File: config.mk
export PLATFORM = sky130hd
export DESIGN_NAME = tbt_mult_stream_if
export DESIGN_NICKNAME = d
export VERILOG_FILES = /design/src/rtl/tbt_pkg.sv /design/src/rtl/tbt_word_serializer.sv /design/src/rtl/tbt_mult_stream_if.sv
export SDC_FILE = /design/constraint.sdc
export NUM_CORES = 1
export LEC_CHECK = 0
export ABC_AREA = 1
export CORE_MARGIN = 2
export CORE_UTILIZATION = 30
export CTS_BUF_LIST = sky130_fd_sc_hd__clkbuf_16
export DETAILED_ROUTE_END_ITERATION = 6
export DONT_BUFFER_PORTS = 1
export PLACE_DENSITY = 0.51
export REMOVE_ABC_BUFFERS = 1
export SLEW_MARGIN = 30
export SYNTH_ARGS = -nofsm -noshare
export SYNTH_HDL_FRONTEND = slang
export SYNTH_HIERARCHICAL = 1
export SYNTH_SLANG_ARGS = --single-unit
File: constraint.sdc
create_clock -name clk -period 2.2 [get_ports clk]
set_clock_uncertainty 0.1 [all_clocks]
set_input_delay 0 -clock clk [delete_from_list [all_inputs] [get_ports clk]]
set_output_delay 0 -clock clk [all_outputs]
set_load 0.01 [all_outputs]
File: src/rtl/tbt_pkg.sv
// -----------------------------------------------------------------------------
// tbt_pkg
// Shared definitions for the 2x2 FP32 matrix multiplier and its stream wrapper.
//   WORD_W  : element width (IEEE-754 single)
//   MAT_W   : width of a packed 2x2 matrix bus
//   state_t : stream interface states
//   slot()  : element index (row-major, 0..3) to bit offset in a packed matrix
// -----------------------------------------------------------------------------
package tbt_pkg;

   localparam int WORD_W = 32;
   localparam int MAT_W  = 4 * WORD_W;

   typedef enum logic [1:0] {
      COLLECT = 2'd0,
      LOAD    = 2'd1,
      WAIT    = 2'd2,
      DRAIN   = 2'd3
   } state_t;

   // Element 0 (x00) lives in the most significant word of the packed bus.
   function automatic int slot(input logic [1:0] k);
      return (3 - int'(k)) * WORD_W;
   endfunction

endpackage

File: src/rtl/tbt_word_serializer.sv
// -----------------------------------------------------------------------------
// tbt_word_serializer
// Holds a packed 2x2 result matrix and streams its four words out, r00 first,
// with a valid/ready handshake.
//   clk, reset : clock, synchronous active-high reset
//   i_load     : capture i_mat and start streaming
//   i_mat      : packed {r00,r01,r10,r11}
//   i_ready    : downstream accepts the current word
//   o_valid    : o_data holds a valid word
//   o_data     : current result word
//   o_last     : current word is r11
//   o_done     : the r11 transfer happens this cycle
// -----------------------------------------------------------------------------
module tbt_word_serializer
   import tbt_pkg::*;
(
   input  logic              clk,
   input  logic              reset,
   input  logic              i_load,
   input  logic [MAT_W-1:0]  i_mat,
   input  logic              i_ready,
   output logic              o_valid,
   output logic [WORD_W-1:0] o_data,
   output logic              o_last,
   output logic              o_done
);

   logic [MAT_W-1:0] r_mat;
   logic [1:0]       r_idx;
   logic             r_valid;
   logic             w_xfer;

   assign w_xfer = r_valid && i_ready;

   // Load a fresh matrix, then step the word index only on accepted
   // transfers so the current word is held while downstream stalls.
   always_ff @(posedge clk) begin
      if (reset) begin
         r_mat   <= '0;
         r_idx   <= 2'd0;
         r_valid <= 1'b0;
      end else if (i_load) begin
         r_mat   <= i_mat;
         r_idx   <= 2'd0;
         r_valid <= 1'b1;
      end else if (w_xfer) begin
         if (r_idx == 2'd3) begin
            r_valid <= 1'b0;
            r_idx   <= 2'd0;
         end else begin
            r_idx <= r_idx + 2'd1;
         end
      end
   end

   assign o_valid = r_valid;
   assign o_data  = r_mat[slot(r_idx) +: WORD_W];
   assign o_last  = r_valid && (r_idx == 2'd3);
   assign o_done  = w_xfer && (r_idx == 2'd3);

endmodule

File: src/rtl/tbt_mult_stream_if.sv
// -----------------------------------------------------------------------------
// tbt_mult_stream_if
// Streaming front/back end for tbt_mult_async. Collects eight operand words
// (A then B, row-major), pulses mul_load, waits for the result, acknowledges
// it and streams the four result words out.
//   clk, reset       : clock, synchronous active-high reset
//   in_valid/ready   : operand word handshake, in_data a00..a11,b00..b11
//   mul_load         : one-cycle start pulse
//   mul_A, mul_B     : packed operand matrices, x00 in the top word
//   mul_result       : packed result matrix
//   mul_result_ready : result valid (level) until acknowledged
//   mul_result_ack   : one-cycle acknowledge
//   out_valid/ready  : result word handshake, out_data r00..r11, out_last on r11
//   busy             : transaction in progress
//   err_timeout      : sticky multiplier timeout flag
// -----------------------------------------------------------------------------
module tbt_mult_stream_if
   import tbt_pkg::*;
#(
   parameter int TIMEOUT_CYCLES = 1024
) (
   input  logic              clk,
   input  logic              reset,
   input  logic              in_valid,
   output logic              in_ready,
   input  logic [WORD_W-1:0] in_data,
   output logic              mul_load,
   output logic [MAT_W-1:0]  mul_A,
   output logic [MAT_W-1:0]  mul_B,
   input  logic [MAT_W-1:0]  mul_result,
   input  logic              mul_result_ready,
   output logic              mul_result_ack,
   output logic              out_valid,
   input  logic              out_ready,
   output logic [WORD_W-1:0] out_data,
   output logic              out_last,
   output logic              busy,
   output logic              err_timeout
);

   localparam int              TMO_W    = (TIMEOUT_CYCLES > 1) ? $clog2(TIMEOUT_CYCLES) : 1;
   localparam logic [TMO_W-1:0] TMO_LAST = TMO_W'(TIMEOUT_CYCLES - 1);
   localparam bit              TMO_EN   = (TIMEOUT_CYCLES != 0);

   state_t           r_state;
   state_t           w_nextState;
   logic [2:0]       r_wordCnt;
   logic [MAT_W-1:0] r_matA;
   logic [MAT_W-1:0] r_matB;
   logic [TMO_W-1:0] r_tmoCnt;
   logic             r_err;
   logic             r_ack;
   logic             w_accept;
   logic             w_loadSer;
   logic             w_timeout;
   logic             w_serDone;

   // Next-state decode. A ready result and a timeout in the same WAIT cycle
   // resolve in favour of the result.
   always_comb begin
      w_nextState = r_state;
      w_accept    = 1'b0;
      w_loadSer   = 1'b0;
      w_timeout   = 1'b0;
      case (r_state)
         COLLECT: begin
            w_accept = in_valid;
            if (in_valid && (r_wordCnt == 3'd7)) begin
               w_nextState = LOAD;
            end
         end
         LOAD: begin
            w_nextState = WAIT;
         end
         WAIT: begin
            if (mul_result_ready) begin
               w_loadSer   = 1'b1;
               w_nextState = DRAIN;
            end else if (TMO_EN && (r_tmoCnt == TMO_LAST)) begin
               w_timeout   = 1'b1;
               w_nextState = COLLECT;
            end
         end
         DRAIN: begin
            if (w_serDone) begin
               w_nextState = COLLECT;
            end
         end
         default: begin
            w_nextState = COLLECT;
         end
      endcase
   end

   // State, operand packing, timeout counter and the registered ack, which
   // lines up with the first valid result word.
   always_ff @(posedge clk) begin
      if (reset) begin
         r_state   <= COLLECT;
         r_wordCnt <= 3'd0;
         r_matA    <= '0;
         r_matB    <= '0;
         r_tmoCnt  <= '0;
         r_err     <= 1'b0;
         r_ack     <= 1'b0;
      end else begin
         r_state <= w_nextState;
         r_ack   <= w_loadSer;
         if (w_accept) begin
            if (!r_wordCnt[2]) begin
               r_matA[slot(r_wordCnt[1:0]) +: WORD_W] <= in_data;
            end else begin
               r_matB[slot(r_wordCnt[1:0]) +: WORD_W] <= in_data;
            end
            r_wordCnt <= r_wordCnt + 3'd1;
         end
         if (w_timeout) begin
            r_err     <= 1'b1;
            r_wordCnt <= 3'd0;
         end
         if (r_state == WAIT) begin
            r_tmoCnt <= r_tmoCnt + 1'b1;
         end else begin
            r_tmoCnt <= '0;
         end
      end
   end

   tbt_word_serializer uSerializer (
      .clk     (clk),
      .reset   (reset),
      .i_load  (w_loadSer),
      .i_mat   (mul_result),
      .i_ready (out_ready),
      .o_valid (out_valid),
      .o_data  (out_data),
      .o_last  (out_last),
      .o_done  (w_serDone)
   );

   assign in_ready       = (r_state == COLLECT);
   assign mul_load       = (r_state == LOAD);
   assign mul_A          = r_matA;
   assign mul_B          = r_matB;
   assign mul_result_ack = r_ack;
   assign busy           = (r_state != COLLECT) || (r_wordCnt != 3'd0);
   assign err_timeout    = r_err;

endmodule

# ---- Yosys cells after proc, flatten, opt, wreduce, memory -nomap -nowiden
# Cells that the tools add are included.
dict set report word_totals {
  wordCells 64
  out_inout_bits 295
  in_bits 165
  reg_bits 404
}
dict set report op_classes {
  n_mux 17
  shift 3
  addsub 6
  n_reduce_logical 17
  n_eq_ne 9
  n_bitwise 2
}
# operator n
set op_table {}
lappend op_table {{$bwmux 128} 2}
lappend op_table {{$shift 32x33->128 const A} 1}
lappend op_table {{$shiftx 128x32->32} 1}
lappend op_table {{$shiftx 32x33->128} 1}
lappend op_table {{$neg 8->33} 1}
lappend op_table {{$add 10x1->10 const B} 1}
lappend op_table {{$eq 10x10->1 const B} 1}
lappend op_table {{$mux 2} 5}
lappend op_table {{$mux 1} 9}
lappend op_table {{$pmux 2 s4} 1}
lappend op_table {{$eq 2x2->1 const B} 3}
lappend op_table {{$reduce_and 2->1} 3}
lappend op_table {{$reduce_bool 2->1} 3}
lappend op_table {{$reduce_or 2->1} 3}
lappend op_table {{$sub 2x2->3 const A} 2}
lappend op_table {{$logic_and 1x1->1} 4}
lappend op_table {{$ne 2x1->1 const B} 2}
lappend op_table {{$add 3x1->3 const B} 1}
lappend op_table {{$eq 3x3->1 const B} 1}
lappend op_table {{$ne 3x3->1 const B} 1}
lappend op_table {{$reduce_and 3->1} 1}
lappend op_table {{$reduce_bool 3->1} 1}
lappend op_table {{$add 2x1->2 const B} 1}
lappend op_table {{$eq 2x1->1 const B} 1}
lappend op_table {{other kinds (3)} 4}

# ---- Depth between registers and ports, before layout
dict set report logic_depth {
  ltp_word 5
  mapped_depth 11
  depth_no_buf 8
}

# ---- Cells and area by module
# The synthesis kept the hierarchy.
# mod n_inst cells_per_inst seq_area_each_um2 area_each_um2
set by_module_without_submodules {}
lappend by_module_without_submodules {tbt_mult_stream_if 1 1436 5465.2 10810.4}
lappend by_module_without_submodules {tbt_word_serializer 1 918 2622.5 6256.0}

# ---- Worst setup path after synthesis
# No wires, ideal clock.
dict set report synth_path {
  path_kind {register to register}
  from {register r_wordCnt[0]}
  to {register r_matB[109] (netlist: mul_B[109])}
  synth_period_minus_slack_ns 2.045
  t_arrival_ns 1.874
  t_required_ns 2.030
  setup_time_ns 0.070
  stages_incl_launch_ff 11
  path_slack_ns 0.155
  path_buffers 3
  cell_sequence {dfxtp_1 buf_2 inv_2 ha_1 inv_1 buf_2 nand2_1 buf_1 nor3_1 nand3_1 a21oi_1}
}
dict set report synth_via {
  elab_chain_len 4
  word_cells_on_any_way 5
  classes_between {2 x add/sub; 2 x shift; 1 x mux}
}
# element line
set synth_lines {}
lappend synth_lines {{from (decl)} tbt_mult_stream_if.sv:47} ;# logic [2:0] r_wordCnt;
lappend synth_lines {{from (signal assigned)} tbt_mult_stream_if.sv:115} ;# r_wordCnt <= r_wordCnt + 3'd1;
lappend synth_lines {{$sub 2x2->3 (*)} tbt_pkg.sv:23} ;# return (3 - int'(k)) * WORD_W;
lappend synth_lines {{$neg 8->33 (*)} tbt_mult_stream_if.sv:113} ;# r_matB[slot(r_wordCnt[1:0]) +: WORD_W] <= in_data;
lappend synth_lines {{$shiftx 32x33->128 / $shift 32x33->128 (equally long branches)} tbt_mult_stream_if.sv:113}
lappend synth_lines {{$bwmux 128 (*)} tbt_mult_stream_if.sv:113}
lappend synth_lines {{to (signal, indexed assignment)} tbt_mult_stream_if.sv:113}
lappend synth_lines {{to (decl)} tbt_mult_stream_if.sv:49} ;# logic [MAT_W-1:0] r_matB;
# Every way passes the cells marked *; elsewhere a longest branch is shown, timed or not.
# A chain may end at the register's enable or synchronous reset.

# ---- Worst setup path after layout
dict set report layout_path {
  from {register r_wordCnt[0]}
  to {register r_state[0]}
}
dict set report layout_via {
  elab_chain_len 4
}
# element line
set layout_lines {}
lappend layout_lines {{$eq 3x3->1} tbt_mult_stream_if.sv:68} ;# if (in_valid && (r_wordCnt == 3'd7)) begin
lappend layout_lines {{$logic_and 1x1->1} tbt_mult_stream_if.sv:68}
lappend layout_lines {{$ne 2x1->1 (no source line)} n/a}
lappend layout_lines {{$reduce_and 3->1 (no source line)} n/a}
lappend layout_lines {{to (signal assigned)} tbt_mult_stream_if.sv:107} ;# r_state <= w_nextState;
lappend layout_lines {{to (decl)} tbt_mult_stream_if.sv:45} ;# state_t r_state;
# No other way between the ends.

==> summary.txt <==
CP endpoint kind -> register
CTS sink cnt -> 404
CP Class -> reg -> reg
Synth Instances -> 2,354
Sequential share of the synthesized area -> 0.474
FP Rows -> 87
CTS Buffer Depth -> 3
Max-slew headroom -> 0.419
Max IR drop VDD -> 0.549 mV
Slowest library cell on the worst path -> dlygate4sd3_1
Die Width -> 243 um
Largest net degree at the start of global routing -> 360
Worst setup SP type -> register
Slowest stage delay, CP -> 590 ps
RePlAce Congestion -> 0.878
WP buf/inv -> 3
Worst-skew pair later-pin latency -> 590 ps
Worst slack, placed -> 178 ps
Setup slack after layout -> 75.6 ps
Number of synthesized flops with an enable pin -> 0
Unique masters post-synth -> 32
Main flop type after synthesis -> dfxtp_1
Slew Viols, Final -> 0
CTS tree -> yes
Worst path cell trace -> ha_1, buf_4, ha_1, nand2_1, nand2_1, nand2_1, inv_1, nand3_1, a21oi_1, dlygate4sd3_1
Req. time, crit path -> 2550 ps
Final HPWL DP -> 39,900 um
TritonCTS Buffers -> 46
Post-layout instance area -> 0.0203 mm^2
Critical path peak fanout -> 7
Most common cell in the netlist -> nand2_1
Vias in the first global route -> 15,300
Placed cell area -> 0.0177 mm^2
Syn. warnings -> 6
Global-route wire length before repair -> 93,500 um
GRT Util Overall -> 0.203
Post-DRT Antenna Nets -> 0
Remaining Overflow, GRT -> 0
Worst Path Arrival -> 2470 ps
DRT iter0 DRCs -> 1,101
Die Area -> 0.0588 mm^2
CTS root buf -> clkbuf_16
Cell taking the most area after synthesis -> dfxtp_1
RSZ-0062 raised after global routing -> false
Main area contributors after synthesis -> dfxtp_1 (47%), nand2_1 (14%), a21oi_1 (10%), nand3_1 (7.8%), nor2_1 (5.0%)
IO Count -> 460
Port Buffers -> 0
Share of the synthesized area in the top cell type -> 0.474
Hold WS -> -588 ps
Power per cell area -> 915 mW/mm^2
Async S/R FF share, synth -> 0
H-tree Lvls -> 2
Initial Util -> 0.303
Area Growth Syn to Fin -> 19.0%
Placed insts -> 2,982
Clock transition at path regs -> 60 ps
Fin crit share -> 0.966
Actual slew at the worst max-slew pin -> 872 ps
Vias -> 15,800
Final Critical Period -> 2120 ps
DR DRC count -> 0
Syn_area_per_cell -> 7.25 um^2
Post-synth top cells -> nand2_1 (627), dfxtp_1 (404), a21oi_1 (341)
Fill count -> 5,977
Vias per cell -> 4.97
Most frequent cell on the critical path -> nand2_1
Worst hold path class -> in -> reg
Yosys reg bits -> 404
Design Power -> 18,600 uW
Net count, final -> 2,570
Hold Violations, Final -> 352
CP top delay family -> buffers and inverters
Maxcap violations -> 0
Post-synthesis cell area -> 0.0171 mm^2
Core area -> 0.0563 mm^2
Failing checks -> hold timing
Pleak -> 0.00694 uW
Status -> finished, violations left
Setup Viol. Count Final -> 0
First-pass DRT Iterations -> 5
Routed WL per cell -> 19.5 um
Initial antenna violation count -> 2
Die Span Y -> 243 um
Layout cells sized above 1 -> 0.0848
Final wirelength -> 62,200 um
Max Clk Rate -> 0.471 GHz
Post-Layout Cell Count -> 3,188
==> per-stage QoR <==
step / util / TNS, ps
floorplan: - / -544780
global placement: 0.315 / 0
detailed placement: 0.315 / 0
CTS: 0.358 / 0
global route: 0.361 / 0
finish: 0.361 / 0
==> repair_timing <==
item | in CTS | in global routing
hold buffers | 111 | 12
setup endpoints to repair | 0 | 17
resized for setup | 0 | 6
endpoints found under the hold margin | 404 | 352
setup buffers | 0 | 0
==> cell families (layout without fill, tap and decap cells) <==
kind of cell | Yosys count | after routing | share of synthesized area
fa+ha+maj | 8 | 8 | 0.00587
flops | 404 | 404 | 0.474
compound gates | 402 | 402 | 0.122
xor+xnor | 4 | 4 | 0.00205
simple gates | 1230 | 1230 | 0.304
buf+inv | 306 | 382 | 0.0916
other cells | 0 | 2 | 0
==> layer usage <==
metal,track usage,up-vias,part of all wire
met5,0,-,0.00021
met4,0.0521,2,0.020
met3,0.0785,84,0.11
met2,0.337,585,0.47
met1,0.244,7503,0.40
li1,-,7672,-
==> final cells by class <==
type                       count  area, um^2  share of cell area
antenna                        2        5.00            0.000246
clock buffer                  46        1150              0.0567
clock inverter                35         205              0.0101
inverter                     122         465              0.0229
multi-input combinational   1644        7450               0.367
sequential                   404        8100               0.399
tap                          756         946              0.0466
timing repair buffer         179        1990              0.0980
==> path summary, 6_finish.rpt <==
path                                   from                                  to  slack (ps)  cells past startpoint
hold / removal                        reset  uSerializer/r_mat[45]$_SDFFE_PP0P_        -590                      1
hold reg to reg      r_tmoCnt[0]$_SDFF_PP0_              r_tmoCnt[0]$_SDFF_PP0_         350                      1
setup reg to reg  r_wordCnt[0]$_SDFFE_PP0N_             r_state[0]$_SDFFE_PP0P_          80                     10
setup / recovery  r_wordCnt[0]$_SDFFE_PP0N_             r_state[0]$_SDFFE_PP0P_          80                     10
==> registers in the layout, indices dropped and copies added (netlist names) <==
name	cells
err_timeout	1
mul_A	128
mul_B	128
mul_result_ack	1
r_state	2
r_tmoCnt	10
r_wordCnt	3
uSerializer/o_valid	1
uSerializer/r_idx	2
uSerializer/r_mat	128
==> layout by cell type (no fill, tap or decap), drive strengths merged <==
cell,instances
nand2,647
dfxtp,404
a21oi,361
nand3,265
nor2,232
inv,135
dlygate4sd3,123
buf,56
nor3,49
clkbuf,46
o21ai,40
or2,32
clkinv,17
ha,8
clkinvlp,4
nand4,3
diode,2
xnor2,2
xor2,2
o21a,1
nor3b,1
nand3b,1
bufinv,1
==> power by group <==
group	switching (uW)	internal, uW
clock	3130	3910
sequential	384	7670
combinational	2400	1100
total	5910	12700
No activity file was read; power rests on OpenSTA's default activity.
